$ cat config.mk
export PLATFORM = sky130hd
export DESIGN_NAME = config_load_ctrl_flat
export DESIGN_NICKNAME = d
export VERILOG_FILES = /design/src/rtl/config_load_pkg.sv /design/src/rtl/config_load_ctrl_if.sv /design/src/rtl/config_word_assembler.sv /design/src/rtl/config_load_ctrl.sv /design/src/flat_wrapper.sv
export SDC_FILE = /design/constraint.sdc
export NUM_CORES = 1
export LEC_CHECK = 0
export CORE_MARGIN = 10
export CORE_UTILIZATION = 50
export CTS_CLUSTER_SIZE = 24
export DETAILED_ROUTE_END_ITERATION = 6
export PLACE_DENSITY_LB_ADDON = 0.05
export SETUP_SLACK_MARGIN = 0.3
export SYNTH_ARGS = -nofsm -noshare
export SYNTH_HDL_FRONTEND = slang
export SYNTH_SLANG_ARGS = --single-unit
$ cat constraint.sdc
create_clock -name clk -period 4.1 [get_ports clk]
set_input_delay 0.82 -clock clk [delete_from_list [all_inputs] [get_ports clk]]
set_output_delay 0.82 -clock clk [all_outputs]
set_load 0.05 [all_outputs]
$ cat src/rtl/config_load_pkg.sv
// config_load_pkg: shared FSM state type and sizing helpers for the config loader
package config_load_pkg;
  typedef enum logic [1:0] {IDLE, LOAD, COMMIT} state_t;
  function automatic int wpb(input int mem_size, input int word_w);
    return mem_size / word_w;
  endfunction
  function automatic int idx_w(input int n);
    return n > 1 ? $clog2(n) : 1;
  endfunction
endpackage

$ cat src/rtl/config_load_ctrl_if.sv
// config_load_ctrl_if: valid/ready config word stream
interface config_load_ctrl_if #(parameter int WORD_W = 8);
  logic              cfg_valid;
  logic [WORD_W-1:0] cfg_data;
  logic              cfg_ready;
  modport master(output cfg_valid, cfg_data, input cfg_ready);
  modport slave(input cfg_valid, cfg_data, output cfg_ready);
endinterface

$ cat src/rtl/config_word_assembler.sv
// config_word_assembler: packs WORD_W words into a MEM_SIZE image, first word in the LSBs
module config_word_assembler
  import config_load_pkg::*;
#(
  parameter int MEM_SIZE = 16,
  parameter int WORD_W   = 8
) (
  input  logic                clk,
  input  logic                rst,
  input  logic                clr,
  input  logic                we,
  input  logic [WORD_W-1:0]   data,
  output logic                last,
  output logic [MEM_SIZE-1:0] img_next
);
  localparam int WPB = wpb(MEM_SIZE, WORD_W);
  localparam int CW  = idx_w(WPB);
  logic [CW-1:0]       cnt;
  logic [MEM_SIZE-1:0] image_q;
  assign last = cnt == CW'(WPB - 1);
  // image as it will look once the word currently offered is written
  always_comb begin
    img_next = image_q;
    img_next[cnt*WORD_W +: WORD_W] = data;
  end
  always_ff @(posedge clk or posedge rst)
    if (rst) begin
      cnt     <= '0;
      image_q <= '0;
    end else if (clr) begin
      cnt <= '0;
    end else if (we) begin
      image_q <= img_next;
      cnt     <= last ? '0 : cnt + 1'b1;
    end
endmodule

$ cat src/rtl/config_load_ctrl.sv
// config_load_ctrl: sequences word-stream loads into NUM_BLOCKS config-latch blocks
module config_load_ctrl
  import config_load_pkg::*;
#(
  parameter int MEM_SIZE   = 16,
  parameter int WORD_W     = 8,
  parameter int NUM_BLOCKS = 4
) (
  input  logic                           clk,
  input  logic                           rst,
  input  logic                           start,
  config_load_ctrl_if.slave              cfg,
  output logic [MEM_SIZE-1:0]            config_out,
  output logic [NUM_BLOCKS-1:0]          comb_set,
  output logic [idx_w(NUM_BLOCKS)-1:0]   blk_idx,
  output logic                           busy,
  output logic                           done
);
  localparam int IW = idx_w(NUM_BLOCKS);
  state_t              state_q, state_d;
  logic                acc, last, launch, last_blk;
  logic [MEM_SIZE-1:0] img_next;
  assign launch        = state_q == IDLE && start;
  assign acc           = cfg.cfg_valid && cfg.cfg_ready;
  assign last_blk      = blk_idx == IW'(NUM_BLOCKS - 1);
  assign cfg.cfg_ready = state_q == LOAD;
  assign busy          = state_q != IDLE;
  always_comb begin
    state_d = state_q;
    state_d = launch                        ? LOAD :
              state_q == LOAD && acc && last ? COMMIT :
              state_q == COMMIT             ? (last_blk ? IDLE : LOAD) : state_q;
  end
  config_word_assembler #(.MEM_SIZE(MEM_SIZE), .WORD_W(WORD_W)) u_asm (
    .clk     (clk),
    .rst     (rst),
    .clr     (launch || state_q == COMMIT),
    .we      (acc),
    .data    (cfg.cfg_data),
    .last    (last),
    .img_next(img_next)
  );
  // strobe and image are registered on the COMMIT-entry edge, so both are valid throughout COMMIT
  always_ff @(posedge clk or posedge rst)
    if (rst) begin
      state_q    <= IDLE;
      config_out <= '0;
      comb_set   <= '0;
      blk_idx    <= '0;
      done       <= 1'b0;
    end else begin
      state_q  <= state_d;
      comb_set <= state_d == COMMIT ? NUM_BLOCKS'(1) << blk_idx : '0;
      if (state_d == COMMIT) config_out <= img_next;
      if (launch) blk_idx <= '0;
      else if (state_q == COMMIT && !last_blk) blk_idx <= blk_idx + 1'b1;
      if (launch) done <= 1'b0;
      else if (state_q == COMMIT && last_blk) done <= 1'b1;
    end
endmodule

$ cat src/flat_wrapper.sv
// flat-port wrapper written by rule: the top's interface ports become plain ports
module config_load_ctrl_flat import config_load_pkg::*;
#(
  parameter int MEM_SIZE   = 16,
  parameter int WORD_W     = 8,
  parameter int NUM_BLOCKS = 4
)
  (clk, rst, start, config_out, comb_set, blk_idx, busy, done, cfg_cfg_valid, cfg_cfg_data, cfg_cfg_ready);
  config_load_ctrl_if #(.WORD_W(WORD_W)) cfg_i ();
  input  logic clk;
  input  logic rst;
  input  logic start;
  output logic [MEM_SIZE-1:0] config_out;
  output logic [NUM_BLOCKS-1:0] comb_set;
  output logic [idx_w(NUM_BLOCKS)-1:0] blk_idx;
  output logic busy;
  output logic done;
  input wire logic [$bits(cfg_i.cfg_valid)-1:0] cfg_cfg_valid;
  input wire logic [$bits(cfg_i.cfg_data)-1:0] cfg_cfg_data;
  output wire logic [$bits(cfg_i.cfg_ready)-1:0] cfg_cfg_ready;
  assign cfg_i.cfg_valid = cfg_cfg_valid;
  assign cfg_i.cfg_data = cfg_cfg_data;
  assign cfg_cfg_ready = cfg_i.cfg_ready;
  config_load_ctrl #(.MEM_SIZE(MEM_SIZE), .WORD_W(WORD_W), .NUM_BLOCKS(NUM_BLOCKS)) u_core (.clk(clk), .rst(rst), .start(start), .cfg(cfg_i), .config_out(config_out), .comb_set(comb_set), .blk_idx(blk_idx), .busy(busy), .done(done));
endmodule
# --- Word level (Yosys, flattened, before mapping) ---
# Cells that the tools add are included.
totals:
  output_inout_bits: 25
  wordCells: 45
  reg_bits: 42
  inputBits: 12
op_classes:
  reduce_logical: 14
  n_mux: 13
  n_eq_ne: 4
  add_sub_neg: 3
  bitwise: 1
  shifts: 3
op_table:
  columns: ["operator", "count"]
  rows:
  - ["negator 4 -> 34 bit", 1]
  - ["variable shift 8 x 34 -> 16 bit (first input constant)", 1]
  - ["indexed part select 8 x 34 -> 16 bit", 1]
  - ["bitwise mux 16 bit", 1]
  - ["two-way mux 2 bit", 5]
  - ["nonzero test 2 bit", 4]
  - ["equality test 2 bit (second input constant)", 3]
  - ["logical AND 1 bit", 6]
  - ["two-way mux 1 bit", 6]
  - ["two-way mux 4 bit", 1]
  - ["left shift 1 x 2 -> 4 bit (first input constant)", 1]
  - ["adder 2 x 1 -> 2 bit (second input constant)", 1]
  - ["equality test 2 x 1 -> 1 bit (second input constant)", 1]
  - ["logical NOT 2 bit", 1]
  - ["AND reduction 2 bit", 1]
  - ["adder 1 bit (second input constant)", 1]
  - ["logical NOT 1 bit", 1]
  - ["logical OR 1 bit", 1]
  - ["NOT 1 bit", 1]

# --- Logic depth before layout (Yosys ltp) ---
# Gate-level depths: netlist of run 1.
depth:
  word_depth: 8
  depth_mapped: 5
  ltp_nobuf: 4

# --- Modules after synthesis ---
# Synthesis of run 1 repeated with hierarchy kept, for this count alone.
hier_totals:
  hier_cells: 135
  area_unflattened_um2: 1946.9
by_module_without_submodules:
  columns: ["module", "cells_per_inst", "seq_area_each_um2", "n_inst", "area_each_um2"]
  rows:
  - ["config_load_ctrl", 79, 625.6, 1, 1098.6]
  - ["config_word_assembler", 56, 425.4, 1, 848.3]

# --- Worst setup path after synthesis of run 1 ---
# OpenSTA, ideal clock, no wires.
synth_path:
  path_kind: "register to output"
  start: "register u_core.state_q[0]"
  end: "output port cfg_cfg_ready"
  path_stages_with_launch: 3
  t_required_ns: 3.280
  setup_slack_ns: 1.998
  arrival_ns: 1.282
  path_buffers: 1
  path_cell_list: "dfrtp_1 > buf_2 > nor2b_1"
synth_via:
  elab_chain_cells: 1
synth_lines:
  columns: ["item", "line_no", "source"]
  rows:
  - ["start: declaration", "config_load_ctrl.sv:20", "state_t state_q, state_d;"]
  - ["start signal: assignment", "config_load_ctrl.sv:52", "state_q <= state_d;"]
  - ["equality test 2 x 1 -> 1 bit", "config_load_ctrl.sv:26", "assign cfg.cfg_ready = state_q == LOAD;"]
  - ["end: declaration", "flat_wrapper.sv:20", "output wire logic [$bits(cfg_i.cfg_ready)-1:0] cfg_cfg_ready;"]
# Every way passes these cells.

# --- Worst setup path in the final report of run 1 ---
# Ends and elaborated chain as after synthesis.

==> results of run 1 <==
## placed cells by master (no fill, tap or decap), drive strengths merged
cell,n
nor2,3
clkinv,1
nand2,51
a211oi,1
and2b,1
ha,4
dfrtp,34
nor2b,2
clkbuf,7
buf,1
o21ai,6
a22oi,1
clkdlybuf4s50,36
or2,1
and4b,1
mux2,8
nor3,3
a311o,1
and2,4
nand4b,1
a21oi,3
inv,5
## where the power goes
| part | leakage [nW] | internal, W | switching [W] |
|---|---|---|---|
| registers | 0.419 | 0.000471 | 0.000108 |
| clock network | 0.0353 | 0.0000831 | 0.000104 |
| logic | 0.431 | 0.000273 | 0.000494 |
## cells by family (layout without fill, tap and decap cells)
| logic type | after synthesis | after routing |
|---|---|---|
| buffers and inverters | 11 | 50 |
| AO/OA/AOI/OAI | 12 | 12 |
| AND/OR/NAND/NOR | 67 | 67 |
| multiplexers | 8 | 8 |
| flip-flops | 34 | 34 |
| adder cells (fa/ha/maj) | 4 | 4 |
## Yosys cell counts, drive strengths merged
cell type	instances
ha	4
buf	6
a22oi	1
or2	1
a211oi	1
nand4b	1
o21ai	6
nor2	3
inv	5
mux2	8
nor3	3
a21oi	3
and2b	1
dfrtp	34
a311o	1
and2	4
nor2b	2
and4b	1
nand2	51
## final cells by class
class | count | area, µm² | share of cell area (%)
Clock inverter | 1 | 5.00 | 0.271
Multi-Input combinational cell | 91 | 509 | 27.6
Sequential cell | 34 | 851 | 46.1
Clock buffer | 7 | 55.1 | 2.98
Timing Repair Buffer | 37 | 368 | 19.9
Inverter | 5 | 18.8 | 1.02
Tap cell | 31 | 38.8 | 2.10
## metal layers
layer | up-vias | wire length (µm)
met1 | 520 | 1170
met3 | 5 | 291
li1 | 510 | -
met2 | 31 | 1400
met4 | 0 | 37
met5 | - | 0
## sequential cells by signal, indices dropped and copies added, names as in the netlist
register	flops
u_core.blk_idx	2
u_core.comb_set	4
u_core.config_out	16
u_core.done	1
u_core.state_q	2
u_core.u_asm.image_q	8
u_core.u_asm.last	1
## critical path: cells and delay by family, from the launching register on
family	cells	cell delay (ns)
and+or+nand+nor	1	0.18
DFF	1	0.57
buffers and inverters	1	0.82
## path summary, 6_finish.rpt
kind / from / to / slack (ns) / depth (start not counted)
setup / recovery: u_core.state_q[0] / cfg_cfg_ready / 1.39 / 2
hold / removal: u_core.u_asm.image_q[7] / u_core.config_out[7] / 0.47 / 2
setup reg to reg: u_core.state_q[0] / u_core.config_out[5] / 2.47 / 3
hold reg to reg: u_core.u_asm.image_q[7] / u_core.config_out[7] / 0.47 / 2
max in group asynchronous: rst / u_core.comb_set[3] / 2.91 / 3
min in group asynchronous: rst / u_core.config_out[2] / 0.88 / 3
## metrics by stage
stage | worst slack [ns] | utilization, % | total power, W | instances
after floorplan | 2.00 | - | 0.00111 | 136
after global placement | 1.71 | 65.3 | 0.00134 | 198
after detailed placement | 1.72 | 65.3 | 0.00136 | 198
after CTS | 1.36 | 67.5 | 0.00155 | 206
after global routing | 1.24 | 67.5 | 0.00164 | 206
final | 1.39 | 67.5 | 0.00153 | 206
==> flow_metrics.env, run 1 <==
export IMPL_status="complete, no violations"
export IMPL_cpPeakStageDelay_ns=0.82
export IMPL_grt_use_met1_pct=11.6
export IMPL_grt_pass1_vias=1152
export IMPL_die_height_um=73.1
export IMPL_synthXorXnorAreaFrac_pct=0
export IMPL_synth_nets=152
export IMPL_top_usage_layer="met2"
export IMPL_power_leakage_nw=0.885
export IMPL_die_area_um2=5350
export IMPL_synth_mux_area_share_pct=6.38
export IMPL_grt_start_max_net_pins=35
export IMPL_drtIter0Drc=59
export IMPL_post_route_period_util_pct=66.0
export IMPL_grt_antenna_before_repair=0
export IMPL_final_layout_size_suffix_gt1_share_pct=10.3
export IMPL_postSynthAreaPerCell_um2=10.4
export IMPL_crit_fanout=15
export IMPL_clockBufferDepth=2
export IMPL_antennaDiodeCount=0
export IMPL_synth_area_leaders="dfrtp_1 (60%), nand2_1 (14%), mux2_2 (6.4%)"
export IMPL_cts_clk_slew_worst_paths_ns=0.10
export IMPL_hold_buffers=0
export IMPL_critPathArrivalTime_ns=1.89
export IMPL_yosys_warnings=0
export IMPL_syn2layout_area_growth_pct=30.8
export IMPL_htree_levels=2
export IMPL_root_buffer="clkbuf_4"
export IMPL_path_cells="nor2b_1 -> clkdlybuf4s50_1"
export IMPL_end_kind="output port"
export IMPL_setup_viol=0
export IMPL_viasPerCell=5.17
export IMPL_timing_setup_tns_ns=0
export IMPL_power_density_nw_per_um2=831
export IMPL_gr_usage_all_layers_pct=11.5
export IMPL_synth_compound_area_share_pct=4.96
export IMPL_numCtsBuffers=5
export IMPL_max_cap_viol_count=0
export IMPL_wl_per_cell_um=14.1
export IMPL_grt_pass1_wl_um=4910
export IMPL_path_class="reg2out"
export IMPL_cts_resized=0
export IMPL_route_detailed_drc=0
export IMPL_use_met3_pct=5.03
export IMPL_hold_violations=0
export IMPL_ys_ff_latch=34
export IMPL_synth_top_family_by_area="simple AND/OR/NAND/NOR gates"
export IMPL_synth_top_area_cell="dfrtp_1"
export IMPL_synthCells=136
export IMPL_clkSinkCount=34
export IMPL_clkLatencyLatePin_ns=0.32
export IMPL_vdd_ir_drop_max_uv=577
export IMPL_grt_ovfl_total=0
export IMPL_worstSetupStartpointType="flip-flop"
export IMPL_synthAdderAreaFrac_pct=3.55
export IMPL_yosys_cell_types_count=21
export IMPL_finalInstanceArea_um2=1850
export IMPL_hold_slack_ns=0.473
export IMPL_totalWireLength_um=2900
export IMPL_ant_nets=0
export IMPL_tritoncts="done"
export IMPL_fmax_mhz=369
export IMPL_nFillCells=231
export IMPL_vias=1066
export IMPL_synth_area_um2=1410
export IMPL_nets=190
export IMPL_portBuffers=36
export IMPL_rows=19
export IMPL_start_util_pct=51.6
export IMPL_final_max_slew_viol_count=0
export IMPL_tightest_slew_ns=0.692
export IMPL_place_gp_congestion=0.728
export IMPL_place_area_um2=1790
export IMPL_clock_skew_ns=0.00972
export IMPL_synth_simple_area_share_pct=21.2
export IMPL_rsz0062_at_grt="false"
export IMPL_yosysSeqAreaShare_pct=60.3
export IMPL_io_pins=37
export IMPL_hold_class="reg2reg"
export IMPL_post_dp_hpwl_um=2170
export IMPL_synth_top_area_share_pct=60.3
export IMPL_grt_use_met2_pct=20.2
export IMPL_post_cts_buffers=0
export IMPL_crit_required_ns=3.28
export IMPL_slew_headroom_pct=53.9
export IMPL_min_period_ns=2.71
export IMPL_first_pass_iters=4
export IMPL_die_x_um=73.1
export IMPL_cpMaxStageDelayCell="clkdlybuf4s50_1"
export IMPL_core_um2=2730
Note: power is estimated with default switching activity, not from simulation.
==> inputs of run 2 (changes only) <==
Settings changed: CORE_UTILIZATION 50 to 46.
Clock period 4.1 ns to 2.75 ns, I/O delays scaled along.
==> run 2 against run 1 <==
Effect of this change:
- sequential power is 48% higher
- cell count up 1.5%
- critical endpoint is now blk_idx[0]
- hold slack better by 0.00077 ns
- total power grew 52%
==> flow_metrics.env, run 2 (synthesis results as in run 1) <==
export IMPL_status="complete, no violations"
export IMPL_clock_skew_ns=0.00849
export IMPL_place_gp_congestion=0.797
export IMPL_crit_required_ns=2.20
export IMPL_core_um2=3000
export IMPL_vias=1046
export IMPL_mostFrequentLayoutCells="nand2_1 (51), clkdlybuf4s50_1 (34), dfrtp_1 (34)"
export IMPL_reg2reg_to="u_core.u_asm.image_q[0]"
export IMPL_grt_antenna_before_repair=0
export IMPL_hold_class="reg2reg"
export IMPL_largest_register_ffs=16
export IMPL_viasPerCell=5.00
export IMPL_register_area_um2=851
export IMPL_nets=191
export IMPL_die_height_um=75.4
export IMPL_gr_usage_all_layers_pct=11.2
export IMPL_power_density_nw_per_um2=1240
export IMPL_slew_headroom_pct=53.8
export IMPL_first_pass_iters=4
export IMPL_nFillCells=279
export IMPL_place_area_um2=1800
export IMPL_p_seq_share_pct=36.8
export IMPL_grt_pass1_vias=1078
export IMPL_multiInputGateArea_um2=509
export IMPL_clkLatencyLatePin_ns=0.34
export IMPL_hold_violations=0
export IMPL_clkSinkCount=34
export IMPL_root_buffer="clkbuf_4"
export IMPL_p_comb_share_pct=48.7
export IMPL_p_int_w=0.00128
export IMPL_cts_clk_slew_worst_paths_ns=0.11
export IMPL_hold_path_depth=2
export IMPL_setup_ws_ns=0.548
export IMPL_portBuffers=36
export IMPL_crit_fanout=7
export IMPL_hold_end="u_core.config_out[7]"
export IMPL_cpPeakStageDelay_ns=0.85
export IMPL_hp_start="u_core.u_asm.image_q[7]"
export IMPL_route_detailed_drc=0
export IMPL_power_leakage_nw=0.899
export IMPL_cpMaxStageDelayCell="clkdlybuf4s50_1"
export IMPL_die_area_um2=5680
export IMPL_path_cells="clkdlybuf4s50_1"
export IMPL_ant_nets=0
export IMPL_start_util_pct=47.0
export IMPL_worstSetupStartpointType="flip-flop"
export IMPL_io_pins=37
export IMPL_setup_viol=0
export IMPL_cpLargestDelayFamily="buffers and inverters"
export IMPL_hold_buffers=0
export IMPL_clockPowerShare_pct=14.6
export IMPL_syn2layout_area_growth_pct=32.6
export IMPL_pre_cts_slack_ns=0.644
export IMPL_critPathArrivalTime_ns=1.65
export IMPL_r2r_setup_slack_ns=1.14
export IMPL_min_period_ns=2.20
export IMPL_cts_resized=2
export IMPL_finalPower_w=0.00233
export IMPL_post_cts_buffers=0
export IMPL_regMostFlops="u_core.config_out"
export IMPL_r2r_cells=3
export IMPL_drtIter0Drc=94
export IMPL_timing_rr_start="u_core.state_q[0]"
export IMPL_die_x_um=75.4
export IMPL_grt_ovfl_total=0
export IMPL_final_layout_size_suffix_gt1_share_pct=11.4
export IMPL_vdd_ir_drop_max_uv=558
export IMPL_rows=20
export IMPL_numCtsBuffers=5
export IMPL_totalWireLength_um=2830
export IMPL_rsz0062_at_grt="false"
export IMPL_post_dp_hpwl_um=2040
export IMPL_antennaDiodeCount=0
export IMPL_finalInstanceArea_um2=1870
export IMPL_final_common_cell="nand2_1"
export IMPL_post_route_period_util_pct=80.1
export IMPL_fmax_mhz=454
export IMPL_timing_setup_tns_ns=0
export IMPL_swShare_pct=45.0
export IMPL_end_kind="output port"
export IMPL_reg_largest_list="u_core.config_out: 16 flops, u_core.u_asm.image_q: 8 flops, u_core.comb_set: 4 flops"
export IMPL_critical_path_buf_inv_count=1
export IMPL_p_switching_w=0.00105
export IMPL_final_max_slew_viol_count=0
export IMPL_path_class="reg2out"
export IMPL_htree_levels=2
export IMPL_grt_start_max_net_pins=35
export IMPL_utilization_pct=62.3
export IMPL_wl_per_cell_um=13.6
export IMPL_clockBufferDepth=2
export IMPL_grt_pass1_wl_um=4860
export IMPL_max_cap_viol_count=0
export IMPL_tritoncts="done"
export IMPL_tightest_slew_ns=0.692
==> run 2: cell types whose count changed in the layout (fill, tap and decap cells not counted), sizes merged <==
cell           change
dlygate4sd2        +2
buf                +1
clkdlybuf4s50      -2
clkinv             -1
clkbuf             +1
==> run 2: stage by stage <==
step                      instances  hold slack [ns]
after floorplan                 136            0.435
after global placement          201            0.447
after detailed placement        201            0.450
after CTS                       209            0.477
after global routing            209            0.503
final                           209            0.474
==> run 2: cell type report <==
cell class / instances / share of cell area [%]
multi-input combinational: 91 / 27.2
timing repair buffer: 38 / 19.9
inverter: 5 / 1.00
sequential: 34 / 45.5
tap: 33 / 2.21
clock buffer: 8 / 4.21
==> run 2: metal layers <==
metal	wire, µm	GRT usage (%)
met1	1260	12.1
met4	67	6.60
met5	0	0
met3	304	5.60
met2	1200	17.5
==> run 2: power by group through the flow <==
stage          sequential (W)  clock [W]  combinational [W]
3_3_place_gp         0.000861          0            0.00114
5_1_grt              0.000892   0.000372            0.00123
6_report             0.000857   0.000340            0.00113
4_1_cts              0.000861   0.000352            0.00115
2_1_floorplan         0.00126          0           0.000395
3_5_place_dp         0.000872          0            0.00116
==> run 2: worst max path at each step <==
stage	from	to	cells after the start
final	u_core.blk_idx[0]	blk_idx[0]	1
after global routing	u_core.blk_idx[0]	blk_idx[0]	1
after CTS	u_core.blk_idx[0]	blk_idx[0]	1
after detailed placement	cfg_cfg_valid	u_core.u_asm.image_q[0]	4
after global placement	u_core.state_q[0]	cfg_cfg_ready	2
after floorplan	u_core.state_q[0]	cfg_cfg_ready	2
